## src/rtl/inst_prefetch_buffer.sv

```systemverilog
// ---------------------------------------------------------------------------
// inst_prefetch_buffer
//
// Instruction prefetch buffer between instruction memory and the IF-ID
// register. It keeps at most one memory request outstanding, stores the
// returned words with their PCs in a DEPTH-entry FIFO, and presents the FIFO
// head to the consumer. A decode-stage redirect flushes the FIFO and restarts
// fetching at redirect_pc. A response that is still in flight when the
// redirect arrives is discarded.
//
// Optional feature (macro PREFETCH_BYPASS_EN): while the FIFO is empty, a
// memory response is forwarded straight to if_inst/if_pc in the cycle it
// arrives. If the consumer takes it in that cycle, it is not stored.
//
// Handshakes:
//   imem_req/imem_ack : imem_req stays high, with imem_addr stable, from the
//                       issue cycle until the cycle that carries imem_ack.
//                       imem_ack is a single-cycle pulse and comes no earlier
//                       than the cycle after the issue cycle.
//   if_valid/if_ready : the head moves on in a cycle where if_valid and
//                       if_ready are both high and redirect is low.
//
// Parameters:
//   DEPTH     number of FIFO entries (power of two, 2..16)
//   RESET_PC  first fetch address after reset
//
// Ports:
//   clk, rst          clock; asynchronous active-high reset
//   redirect          branch taken in decode: flush and refetch
//   redirect_pc       new fetch address, sampled with redirect
//   imem_req          memory request
//   imem_addr         byte address of the request
//   imem_ack          memory response valid (one per request)
//   imem_rdata        instruction word, valid with imem_ack
//   if_valid          if_inst/if_pc hold a valid instruction
//   if_ready          consumer accepts this cycle
//   if_inst           instruction at the FIFO head (0 when empty)
//   if_pc             PC of if_inst (0 when empty)
//   dbg_state         current fetch FSM state (debug only)
// ---------------------------------------------------------------------------
module inst_prefetch_buffer #(
    parameter int         DEPTH    = 4,
    parameter logic [7:0] RESET_PC = 8'h00
) (
    input  logic        clk,
    input  logic        rst,
    input  logic        redirect,
    input  logic [7:0]  redirect_pc,
    output logic        imem_req,
    output logic [7:0]  imem_addr,
    input  logic        imem_ack,
    input  logic [31:0] imem_rdata,
    output logic        if_valid,
    input  logic        if_ready,
    output logic [31:0] if_inst,
    output logic [7:0]  if_pc,
    output logic [1:0]  dbg_state
);

    localparam int PTR_W = (DEPTH > 1) ? $clog2(DEPTH) : 1;
    localparam int CNT_W = PTR_W + 1;
    localparam logic [CNT_W-1:0] DEPTH_C = CNT_W'(DEPTH);

    typedef enum logic [1:0] {
        S_IDLE = 2'd0,  // no request outstanding
        S_WAIT = 2'd1,  // request outstanding, response will be kept
        S_DROP = 2'd2   // request outstanding, response will be discarded
    } state_t;

    state_t           state_q, state_d;
    logic [7:0]       fetch_pc_q, fetch_pc_d;
    logic [7:0]       req_addr_q, req_addr_d;
    logic [PTR_W-1:0] rd_ptr_q, wr_ptr_q;
    logic [CNT_W-1:0] count_q;
    logic [31:0]      inst_mem_q [DEPTH];
    logic [7:0]       pc_mem_q   [DEPTH];

    logic req_raw;
    logic push_req;
    logic push;
    logic pop;
    logic flush;
    logic fifo_empty;
    logic bypass_take;

    // Fetch FSM: next state, request, and push/flush decisions.
    always_comb begin
        state_d    = state_q;
        fetch_pc_d = fetch_pc_q;
        req_addr_d = req_addr_q;
        req_raw    = 1'b0;
        push_req   = 1'b0;
        flush      = 1'b0;
        case (state_q)
            S_IDLE: begin
                if (redirect) begin
                    flush      = 1'b1;
                    fetch_pc_d = redirect_pc;
                end else if (count_q < DEPTH_C) begin
                    // Issue only when a slot is free for the response.
                    req_raw    = 1'b1;
                    req_addr_d = fetch_pc_q;
                    state_d    = S_WAIT;
                end
            end
            S_WAIT: begin
                req_raw = 1'b1;
                if (redirect) begin
                    flush      = 1'b1;
                    fetch_pc_d = redirect_pc;
                    state_d    = imem_ack ? S_IDLE : S_DROP;
                end else if (imem_ack) begin
                    push_req   = 1'b1;
                    fetch_pc_d = fetch_pc_q + 8'd4;
                    state_d    = S_IDLE;
                end
            end
            S_DROP: begin
                req_raw = 1'b1;
                if (redirect) begin
                    flush      = 1'b1;
                    fetch_pc_d = redirect_pc;
                end
                if (imem_ack) begin
                    state_d = S_IDLE;
                end
            end
            default: begin
                state_d = S_IDLE;
            end
        endcase
    end

    // Consumer-side outputs. In IDLE the address comes from fetch_pc. Once a
    // request is out, it is held in req_addr so that a redirect cannot move it.
    always_comb begin
        fifo_empty  = (count_q == '0);
        if_valid    = !fifo_empty;
        if_inst     = fifo_empty ? 32'h0000_0000 : inst_mem_q[rd_ptr_q];
        if_pc       = fifo_empty ? 8'h00 : pc_mem_q[rd_ptr_q];
        bypass_take = 1'b0;
`ifdef PREFETCH_BYPASS_EN
        if (fifo_empty && (state_q == S_WAIT) && imem_ack && !redirect) begin
            if_valid    = 1'b1;
            if_inst     = imem_rdata;
            if_pc       = req_addr_q;
            bypass_take = if_ready;
        end
`endif
    end

    assign imem_addr = (state_q == S_IDLE) ? fetch_pc_q : req_addr_q;
    assign imem_req  = req_raw && !rst;
    assign pop       = !fifo_empty && if_ready && !redirect;
    assign push      = push_req && !bypass_take;
    assign dbg_state = state_q;

    always_ff @(posedge clk or posedge rst) begin
        if (rst) begin
            state_q    <= S_IDLE;
            fetch_pc_q <= RESET_PC;
            req_addr_q <= RESET_PC;
            rd_ptr_q   <= '0;
            wr_ptr_q   <= '0;
            count_q    <= '0;
        end else begin
            state_q    <= state_d;
            fetch_pc_q <= fetch_pc_d;
            req_addr_q <= req_addr_d;
            if (flush) begin
                rd_ptr_q <= '0;
                wr_ptr_q <= '0;
                count_q  <= '0;
            end else begin
                // DEPTH is a power of two, so the pointers wrap by overflow.
                if (push) wr_ptr_q <= wr_ptr_q + PTR_W'(1);
                if (pop)  rd_ptr_q <= rd_ptr_q + PTR_W'(1);
                case ({push, pop})
                    2'b10:   count_q <= count_q + CNT_W'(1);
                    2'b01:   count_q <= count_q - CNT_W'(1);
                    default: count_q <= count_q;
                endcase
            end
        end
    end

    // Storage needs no reset: entries are only read while count says valid.
    always_ff @(posedge clk) begin
        if (push) begin
            inst_mem_q[wr_ptr_q] <= imem_rdata;
            pc_mem_q[wr_ptr_q]   <= req_addr_q;
        end
    end

endmodule

```

## config.mk

```make
export PLATFORM = sky130hd
export DESIGN_NAME = inst_prefetch_buffer
export DESIGN_NICKNAME = d
export VERILOG_FILES = /design/src/rtl/inst_prefetch_buffer.sv
export SDC_FILE = /design/constraint.sdc
export NUM_CORES = 1
export LEC_CHECK = 0
export CAP_MARGIN = 5
export CORE_MARGIN = 3
export CORE_UTILIZATION = 39
export DETAILED_ROUTE_END_ITERATION = 8
export GPL_TIMING_DRIVEN = 0
export HOLD_SLACK_MARGIN = 0.03
export PLACE_DENSITY = 0.68
export SLEW_MARGIN = 30
export SYNTH_ARGS = -nofsm -noshare
export SYNTH_HDL_FRONTEND = slang
export SYNTH_SLANG_ARGS = --single-unit
export TNS_END_PERCENT = 100
```

## constraint.sdc

```tcl
create_clock -name clk -period 3.7 [get_ports clk]
set_clock_uncertainty 0.15 [all_clocks]
set_input_delay 0.74 -clock clk [delete_from_list [all_inputs] [get_ports clk]]
set_output_delay 0.74 -clock clk [all_outputs]
set_load 0.05 [all_outputs]
```

**Word level (Yosys, flattened, before mapping)**

Memories as Yosys holds them, arrays and structs flattened.
Index checks and enable logic that the tools add are counted.

- Bits in registers: 25
- Bits in writable memories: 160
- Output and inout bits: 52
- Word-level logic and storage cells: 70
- Memories: 2

Memory list:

| name | words | bits a word | rd ports | clocked after Yosys merged registers in | write ports | RTL line | source |
|---|---|---|---|---|---|---|---|
| inst_mem_q | 4 | 32 | 1 | 0 | 1 | 75 | `logic [31:0] inst_mem_q [DEPTH];` |
| pc_mem_q | 4 | 8 | 1 | 0 | 1 | 76 | `logic [7:0] pc_mem_q [DEPTH];` |

- Add/sub/neg operators: 5
- $lt $le $gt $ge: 1
- Eq/ne operators: 8
- Muxes and demuxes: 29
- Bitwise gates (word level): 1
- Reductions and logical operators: 18

Operators with widths:

| kind | count |
|---|---|
| 2-to-1 mux 8 bit | 5 |
| 2-to-1 mux 32 bit | 1 |
| 2-to-1 mux 2 bit | 9 |
| one-hot mux 8 bit (2 select lines) | 1 |
| 2-to-1 mux 1 bit | 9 |
| adder 8 x 3 -> 8 bit (second input constant) | 1 |
| one-hot mux 2 bit (3 select lines) | 1 |
| one-hot mux 3 bit (2 select lines) | 1 |
| AND reduction 3 bit | 2 |
| nonzero test 2 bit | 3 |
| adder 2 x 1 -> 2 bit (second input constant) | 2 |
| == test 2 x 1 -> 1 bit (second input constant) | 2 |
| == test 2 bit (second input constant) | 2 |
| != test 2 bit (second input constant) | 2 |
| OR reduction 2 bit | 2 |
| adder 3 x 1 -> 3 bit (second input constant) | 1 |
| logical AND 1 bit | 3 |
| logical NOT 1 bit | 3 |
| logical NOT 3 bit | 1 |
| < comparator 3 bit (second input constant) | 1 |
| 2-to-1 mux 3 bit | 1 |
| != test 3 bit (second input constant) | 1 |
| nonzero test 3 bit | 1 |
| OR reduction 3 bit | 1 |
| other kinds (6) | 6 |

**Longest topological paths before layout**

Gate-level depths: netlist of run 1.

- Word-level depth: 7
- Mapped depth: 9
- Gate-level depth less buffers: 9

**Least setup slack after synthesis of run 1**

Ideal clock, no wire load.

- Path type: register to output
- Start: reg state_q[1], in the netlist dbg_state[1]
- End: out imem_req
- Arrival: 2.466 ns
- Data required time: 2.810 ns
- Path slack: 0.344 ns
- Cell stages (with the launch flop): 7
- Buffers on the path: 1
- Path through: dfrtp_1 inv_1 ha_1 nor3b_1 buf_2 nor2_1 nor3_1

- Cells in the longest elaborated chain, start to end: 4

RTL lines:

| what | RTL line | source |
|---|---|---|
| from (decl) | 70 | `state_t state_q, state_d;` |
| from (signal assigned) | 167 | `state_q <= state_d;` |
| == test 2 bit or == test 2 x 1 -> 1 bit (tied branches) | 94 | `case (state_q)` |
| OR reduction 2 bit (no source line) | - |  |
| one-hot mux 1 bit (2 select lines) * | 94 |  |
| logical AND 1 bit * | 153 | `assign imem_req = req_raw && !rst;` |
| to (decl) | 49 | `output logic imem_req,` |

Every way passes the cells marked *; elsewhere a longest branch is shown, timed or not.

**Worst setup path in the final report of run 1**

- Start: reg count_q[2]
- End: out if_inst[18]

- Cells in the longest elaborated chain, start to end: 2

RTL lines:

| what | RTL line | source |
|---|---|---|
| from (decl) | 74 | `logic [CNT_W-1:0] count_q;` |
| from (signal assigned) | 179 | `2'b10: count_q <= count_q + CNT_W'(1);` |
| from (signal assigned) | 180 | `2'b01: count_q <= count_q - CNT_W'(1);` |
| from (signal assigned) | 181 | `default: count_q <= count_q;` |
| logical NOT 3 bit | 137 | `fifo_empty = (count_q == '0);` |
| 2-to-1 mux 32 bit | 139 | `if_inst = fifo_empty ? 32'h0000_0000 : inst_mem_q[rd_ptr_q];` |
| to (decl) | 55 | `output logic [31:0] if_inst,` |

Every way passes these cells.

==> results of run 1 <==
==> where the power goes <==
part / total (W) / switching (W) / internal (W) / leakage (nW)
Clock: 0.00171 / 0.000750 / 0.000957 / 0.280
Combinational: 0.00373 / 0.00226 / 0.00146 / 1.23
Sequential: 0.00273 / 0.000207 / 0.00252 / 1.74
==> layout by cell type (no fill, tap or decap), drive strengths merged, types with 8 or more instances in the layout <==
cell type,instances
edfxtp,160
clkdlybuf4s50,91
and2,44
mux4,40
clkbuf,27
dfrtp,25
mux2,21
buf,21
inv,12
nor2,10
ha,9
nand2,8
==> worst max-delay path, stage by stage (launching register included) <==
cell,delay (ps)
dfrtp_1,530
or3_1,150
buf_2,190
clkbuf_1,360
and2_1,220
clkdlybuf4s50_1,810
==> final timing paths <==
kind / cells after the start / from / slack (ps) / to
max: 5 / count_q[2] / 140 / if_inst[18]
min: 1 / fetch_pc_q[0] / 400 / req_addr_q[0]
max reg2reg: 9 / dbg_state[1] / 1230 / count_q[2]
min reg2reg: 1 / fetch_pc_q[0] / 400 / req_addr_q[0]
max in group asynchronous: 2 / rst / 2450 / rd_ptr_q[1]
min in group asynchronous: 2 / rst / 580 / fetch_pc_q[1]
==> state kept, by name, indices dropped and copies added (netlist names) <==
| register | flops |
|---|---|
| pc_mem_q | 32 |
| dbg_state | 2 |
| fetch_pc_q | 8 |
| req_addr_q | 8 |
| count_q | 3 |
| rd_ptr_q | 2 |
| wr_ptr_q | 2 |
| inst_mem_q | 128 |
==> synthesized netlist by cell type (4+ instances only) <==
cell	number
o31ai_1	4
a2bb2oi_1	4
nand2_1	8
buf_6	4
nor3_1	4
and2_1	44
ha_1	9
nand3_1	5
inv_1	7
edfxtp_1	160
mux4_2	37
mux2_2	21
nor2_1	10
a21oi_1	5
dfrtp_1	25
clkbuf_1	4
a211oi_1	4
buf_2	11
o21ai_0	6
==> stage by stage <==
| stage | hold WS, ps | setup TNS, ps | instance area [um^2] |
|---|---|---|---|
| final | 399 | 0 | 9590 |
| after global routing | 429 | 0 | 9590 |
| after CTS | 398 | 0 | 9580 |
| after detailed placement | 379 | -7.00 | 9020 |
| after global placement | 362 | -52280 | 8930 |
| after floorplan | 339 | 0 | 7660 |
==> kinds of logic (layout without fill, tap and decap cells) <==
family          Yosys count  count (layout)
compound gates           37              37
simple gates             82              82
buf+inv                  28             159
xor+xnor                  3               3
flops                   185             185
mux                      62              62
fa+ha+maj                10              10
==> what timing repair did <==
item / CTS / global route
setup endpoints to repair: 1 / 16
endpoints found under the hold margin: 0 / 0
gates resized for setup: 1 / 7
cloned: 0 / 0
hold buffers: 0 / 0
==> area by class of cell <==
class                           instances  share of cell area, %
Buffer                                 21                   1.47
Timing Repair Buffer                   99                   10.8
Multi-Input combinational cell        194                   21.6
Clock inverter                          9                  0.613
Sequential cell                       185                   56.6
Inverter                                7                  0.274
Tap cell                              260                   3.39
Clock buffer                           23                   5.21
==> per-layer routing <==
layer	wire length (um)	share of wire (%)	GRT usage, %
met1	6810	45	19.8
met2	7420	49	23.5
met3	737	4.8	4.10
met4	246	1.6	5.03
met5	0	0	0
==> run summary, run 1 <==
==========================================================================================
Root cell of the clock tree .................................................    clkbuf_16
Setup repair after global routing missed its margin .........................        false
Post-detailed-placement half-perimeter wirelength ...........................      9920 um
Final cell utilization of the core ..........................................        50.4%
# Max-Cap Violations ........................................................            0
Net Count, Synth ............................................................          462
Die height ..................................................................       146 um
Fraction of layout instances using a drive strength above 1 .................        22.1%
Data arrival time of the worst path .........................................      2670 ps
Violation count after the first detailed-routing iteration ..................          244
Number of enable-type register cells in the synthesized netlist .............          160
Maximum fanout along the worst path .........................................           10
Tot GR Track Use ............................................................        14.8%
Register clock-pin slew on the reported worst setup and hold paths ..........        70 ps
Die footprint ...............................................................  0.0214 mm^2
Most used flip-flop cell after synthesis ....................................     edfxtp_1
Main combinational cell family by area after synthesis ...................... multiplexers
Pwr per Cell Area ...........................................................  851 mW/mm^2
Total chip power ............................................................    0.00816 W
Number of core rows .........................................................           50
Crit path setup slack, layout ...............................................       143 ps
Non-filler instance count after layout ......................................          798
Startpoint type of the worst setup path .....................................         flop
Total DRC errors in the routed layout .......................................            0
Synth Instances .............................................................          407
Required time of the critical path ..........................................      2810 ps
Maximum frequency from static timing analysis ...............................    0.281 GHz
Period utilisation layout ...................................................        96.1%
Clock tree from TritonCTS ...................................................          yes
Final hold violation count ..................................................            0
Synthesized flop and latch total ............................................          185
Fraction of synthesized cell area taken by the top area cell type ...........        62.7%
Port Buffer Count ...........................................................           95
Synthesis warning total .....................................................            0
Maximum vdd drop ............................................................     0.781 mV
Fraction of synthesized cell area in xor and xnor cells .....................       0.343%
Largest net degree at the start of global routing ...........................           31
Crit Path Class ............................................................. flop to output port
Detailed Route WL ...........................................................     15200 um
Place WS ....................................................................     -7.00 ps
Diode count .................................................................            0
Initial Util ................................................................        40.3%
Cell variety after synth ....................................................           44
Total instance count after detailed placement ...............................          766
Synth area leaders .......................................................... edfxtp_1 63%, mux4_2 11%, dfrtp_1 8.2%
Sink count of the clock tree ................................................          185
Sequential cell area ........................................................ 0.00543 mm^2
Layout overhead on the synthesized area .....................................        25.2%
Final count of negative-setup-slack endpoints ...............................            0
Critical Path End Type ......................................................  output port
CTS Buffer Depth ............................................................            2
Outcome ..................................................................... complete, no violations
Via count of the first global-routing pass ..................................         4481
Ratio of routed vias to standard cells ......................................         5.22
Source-to-sink clock delay at the later pin of the worst-skew pair ..........       420 ps
Fraction of the mapped netlist area in compound gates .......................        3.56%
Leak pwr ....................................................................      3.25 nW
Area occupied by multi-input gates .......................................... 0.00207 mm^2
IO Count ....................................................................           97
Final number of max-transition violations ...................................            0
Overflow after GRT ..........................................................            0
Share of synthesized cell area in full adder, half adder and majority cells .        1.73%
Cell area after synthesis ................................................... 0.00766 mm^2
Tightest Hold Check Type .................................................... flop to flop
Antenna violation net count after detailed routing ..........................            0
Syn Area/Cell ...............................................................    18.8 um^2
Total clock buffers created by CTS ..........................................           17
Htree depth .................................................................            4
Actual slew at the worst max-slew pin .......................................       599 ps
Headroom to the max-slew limit ..............................................        59.9%
Number of antenna violations at the first check in global routing ...........            0
Min Tclk post-route .........................................................      3560 ps
Average wire per cell in the routed design ..................................      19.1 um
Library cell with the largest summed area after synthesis ...................     edfxtp_1
Iteration count of the initial detailed-routing pass ........................            5
Number of vias after detailed routing .......................................         4168
Standard cell core area .....................................................  0.0190 mm^2
Wire length of the first global-routing pass ................................     24600 um
Layout filler cell count ....................................................         1601
Final weighted congestion of routability-driven global placement ............        0.871
Sequential-to-total area share from yosys stat ..............................        70.9%
Post-CTS Repair Setup Buffers ...............................................            0
Portion of netlist area occupied by mux cells ...............................        15.1%
Horizontal die dimension ....................................................       146 um
Final layout net count ......................................................          580
Synthesized-area fraction occupied by and/or/nand/nor cells .................        6.16%
Async set-or-reset flop fraction in the synthesized netlist .................        13.5%
==========================================================================================
(Power assumes the default switching activity.)
==> inputs of run 2 (changes only) <==
Settings changed: CORE_MARGIN 3 to not set, GPL_TIMING_DRIVEN 0 to not set.
==> run 2 against run 1 <==
Net effect:
- cell area down 1.9%
- via count down 2.7%
- register-to-register slack better by 20 ps
- sequential share of layout area up 1.1 points
- die area down 5.4%
- cell count down 1.3%
- power down 3.1%
- utilization down 0.78 points
- highest routed layer unchanged
==> run summary, run 2 (synthesis gave the netlist of run 1 again) <==
========================================================================================
Period utilisation layout .................................................        95.5%   was 96.1%
Number of antenna violations at the first check in global routing .........            1   was 0
Maximum frequency from static timing analysis .............................    0.283 GHz   was 0.281 GHz
Overflow after GRT ........................................................            0   unchanged
Total instance count after detailed placement .............................          755   was 766
Internal portion of total power ...........................................    0.00471 W   was 0.00494 W
Source-to-sink clock delay at the later pin of the worst-skew pair ........       420 ps   about the same
Psw .......................................................................    0.00320 W   was 0.00322 W
Horizontal die dimension ..................................................       142 um   was 146 um
# Max-Cap Violations ......................................................            0   unchanged
Min Tclk post-route .......................................................      3530 ps   was 3560 ps
Maximum single-stage delay on the critical path ...........................       700 ps   was 810 ps
Largest regs .............................................................. inst_mem_q x128, pc_mem_q x32   unchanged
Post-detailed-placement half-perimeter wirelength .........................      9410 um   was 9920 um
Clock share of power ......................................................        20.5%   was 20.9%
Leak pwr ..................................................................      3.18 nW   was 3.25 nW
Tightest Hold Check Type .................................................. flop to flop   unchanged
Cell Area, Placed ......................................................... 0.00888 mm^2   was 0.00902 mm^2
Die footprint .............................................................  0.0202 mm^2   was 0.0214 mm^2
Iteration count of the initial detailed-routing pass ......................            4   was 5
Number of cells traversed by the worst register-to-register path ..........            5   was 9
Wire length of the first global-routing pass ..............................     23100 um   was 24600 um
Final weighted congestion of routability-driven global placement ..........        0.835   was 0.871
Headroom to the max-slew limit ............................................        40.8%   was 59.9%
Average wire per cell in the routed design ................................      18.6 um   was 19.1 um
Library cell contributing the largest single delay on the critical path ... clkdlybuf4s50_1   unchanged
Maximum vdd drop ..........................................................     0.875 mV   was 0.781 mV
Commonest non-fill, non-tap cell in the layout ............................     edfxtp_1   unchanged
Clock tree from TritonCTS .................................................          yes   unchanged
Sw frac ...................................................................        40.5%   was 39.5%
Largest net degree at the start of global routing .........................           43   was 31
Initial Util ..............................................................        40.4%   was 40.3%
Ratio of routed vias to standard cells ....................................         5.14   was 5.22
Setup repair after global routing missed its margin .......................        false   unchanged
Port Buffer Count .........................................................           96   was 95
Standard cell core area ...................................................  0.0190 mm^2   about the same
Met1 wire length ..........................................................      6430 um   was 6810 um
Violation count after the first detailed-routing iteration ................          252   was 244
Source of the worst register-to-register timing path ...................... dbg_state[1]   unchanged
Number of core rows .......................................................           50   unchanged
Sequential fraction of design power .......................................        35.6%   was 33.4%
Data arrival time of the worst path .......................................      2640 ps   was 2670 ps
Largest Register ..........................................................   inst_mem_q   unchanged
Final count of negative-setup-slack endpoints .............................            0   unchanged
Htree depth ...............................................................            4   unchanged
Final hold violation count ................................................            0   unchanged
Worst hold path stage count ...............................................            1   unchanged
Non-filler instance count after layout ....................................          788   was 798
IO Count ..................................................................           97   unchanged
Fraction of layout instances using a drive strength above 1 ...............        29.0%   was 22.1%
Total of hold buffers inserted after clock tree synthesis .................            0   unchanged
Startpoint type of the worst setup path ...................................         flop   unchanged
Final instance area ....................................................... 0.00941 mm^2   was 0.00959 mm^2
Crit Path Class ........................................................... flop to output port   unchanged
Total negative setup slack ................................................         0 ps   unchanged
Top library cells by usage in the layout, fill and taps aside ............. 160 x edfxtp_1, 54 x clkdlybuf4s50_1, 49 x buf_4   was 160 x edfxtp_1, 91 x clkdlybuf4s50_1, 40 x and2_1
CTS Buffer Depth ..........................................................            2   unchanged
Place WS ..................................................................       628 ps   was -7.00 ps
Detailed Route WL .........................................................     14700 um   was 15200 um
Total clock buffers created by CTS ........................................           17   unchanged
Die height ................................................................       142 um   was 146 um
Maximum fanout along the worst path .......................................           14   was 10
Crit path setup slack, layout .............................................       166 ps   was 143 ps
Via count of the first global-routing pass ................................         4221   was 4481
Register clock-pin slew on the reported worst setup and hold paths ........        70 ps   about the same
Number of vias after detailed routing .....................................         4054   was 4168
Worst Hold Slack ..........................................................       400 ps   was 399 ps
Worst Hold Launch .........................................................  wr_ptr_q[0]   was fetch_pc_q[0]
Layout overhead on the synthesized area ...................................        22.9%   was 25.2%
Met3 WL ...................................................................       828 um   was 737 um
Pwr per Cell Area .........................................................  840 mW/mm^2   was 851 mW/mm^2
Required time of the critical path ........................................      2810 ps   about the same
Outcome ................................................................... complete, no violations   unchanged
Number of instances resized during post-cts repair ........................            0   was 1
Portion of total power attributed to combinational logic ..................        43.9%   was 45.7%
Total length of routed met2 wires .........................................      7220 um   was 7420 um
Critical Path End Type ....................................................  output port   unchanged
Total DRC errors in the routed layout .....................................            0   unchanged
Root cell of the clock tree ...............................................    clkbuf_16   unchanged
Worst hold path endpoint ..................................................  wr_ptr_q[0]   was req_addr_q[0]
Actual slew at the worst max-slew pin .....................................       888 ps   was 599 ps
Ordered cell list for the critical path ................................... inv_1 -> ha_1 -> mux2_2 -> clkdlybuf4s50_1   was or3_1 -> buf_2 -> clkbuf_1 -> and2_1 -> clkdlybuf4s50_1
Final layout net count ....................................................          569   was 580
Topmost layer with routed signal wires ....................................         met4   unchanged
Sink count of the clock tree ..............................................          185   unchanged
Number of flip-flops in the largest register ..............................          128   unchanged
Antenna violation net count after detailed routing ........................            0   unchanged
Worst Path Buf+Inv ........................................................            2   was 3
R2R setup slack ...........................................................      1250 ps   was 1230 ps
Final number of max-transition violations .................................            0   unchanged
Tot GR Track Use ..........................................................        15.4%   was 14.8%
Critical R2R Capture ...................................................... inst_mem_q[1][23]   was count_q[2]
Post-CTS Repair Setup Buffers .............................................            0   unchanged
Category of cells accounting for the largest share of critical-path delay . buffers and inverters   unchanged
========================================================================================
==> run 2: cell count changes in the layout (fill, tap and decap cells not counted), moves of 4 or more <==
cell	delta
and2_2	+4
buf_2	-11
and2_4	-4
clkinvlp_4	+5
clkdlybuf4s50_1	-37
buf_6	-4
buf_4	+49
==> run 2: layout make-up <==
| cell class | instances | area (um^2) |
|---|---|---|
| multi-input cells | 194 | 2070 |
| repair buffers | 109 | 1030 |
| fillers | 1573 | 9540 |
| inverters | 7 | 26.3 |
| well taps | 260 | 325 |
| clock buffers | 18 | 429 |
| clock inverters | 14 | 100 |
| diodes | 1 | 2.50 |
| flip-flops and latches | 185 | 5430 |
==> run 2: metrics by stage <==
step	power (W)	util, %
6_report	0.00791	49.7
5_1_grt	0.00828	49.6
4_1_cts	0.00800	49.6
3_5_place_dp	0.00638	46.8
3_3_place_gp	0.00632	46.8
2_1_floorplan	0.00535	-
==> run 2: worst max-delay path by stage <==
| stage | startpoint | to | slack [ps] | cells past startpoint |
|---|---|---|---|---|
| 5_1_grt | dbg_state[1] | imem_addr[1] | 30 | 4 |
| 6_report | dbg_state[1] | imem_addr[6] | 170 | 4 |
| 3_3_place_gp | dbg_state[0] | imem_addr[3] | 670 | 4 |
| 2_1_floorplan | dbg_state[1] | imem_req | 340 | 6 |
| 4_1_cts | dbg_state[0] | imem_addr[6] | 140 | 4 |
| 3_5_place_dp | dbg_state[0] | imem_addr[6] | 630 | 4 |
==> run 2: power by group through the flow <==
stage | logic (W) | clock network, W | registers [W]
after CTS | 0.00353 | 0.00165 | 0.00282
final | 0.00347 | 0.00162 | 0.00282
after global placement | 0.00348 | 0 | 0.00284
after global routing | 0.00369 | 0.00173 | 0.00286
after detailed placement | 0.00352 | 0 | 0.00286
after floorplan | 0.00262 | 0 | 0.00273
==> run 2: worst register-to-register path, cell delays in order (launching register included) <==
cell and delay, ps:
dfrtp_1 450, inv_1 130, ha_1 260, and3b_1 310
and2_2 550, buf_12 280
==> run 2: layer usage <==
metal | vias up | global-route usage, %
li1 | 1835 | -
met5 | - | 0
met3 | 20 | 3.50
met1 | 2069 | 20.5
met2 | 130 | 24.9
met4 | 0 | 5.43
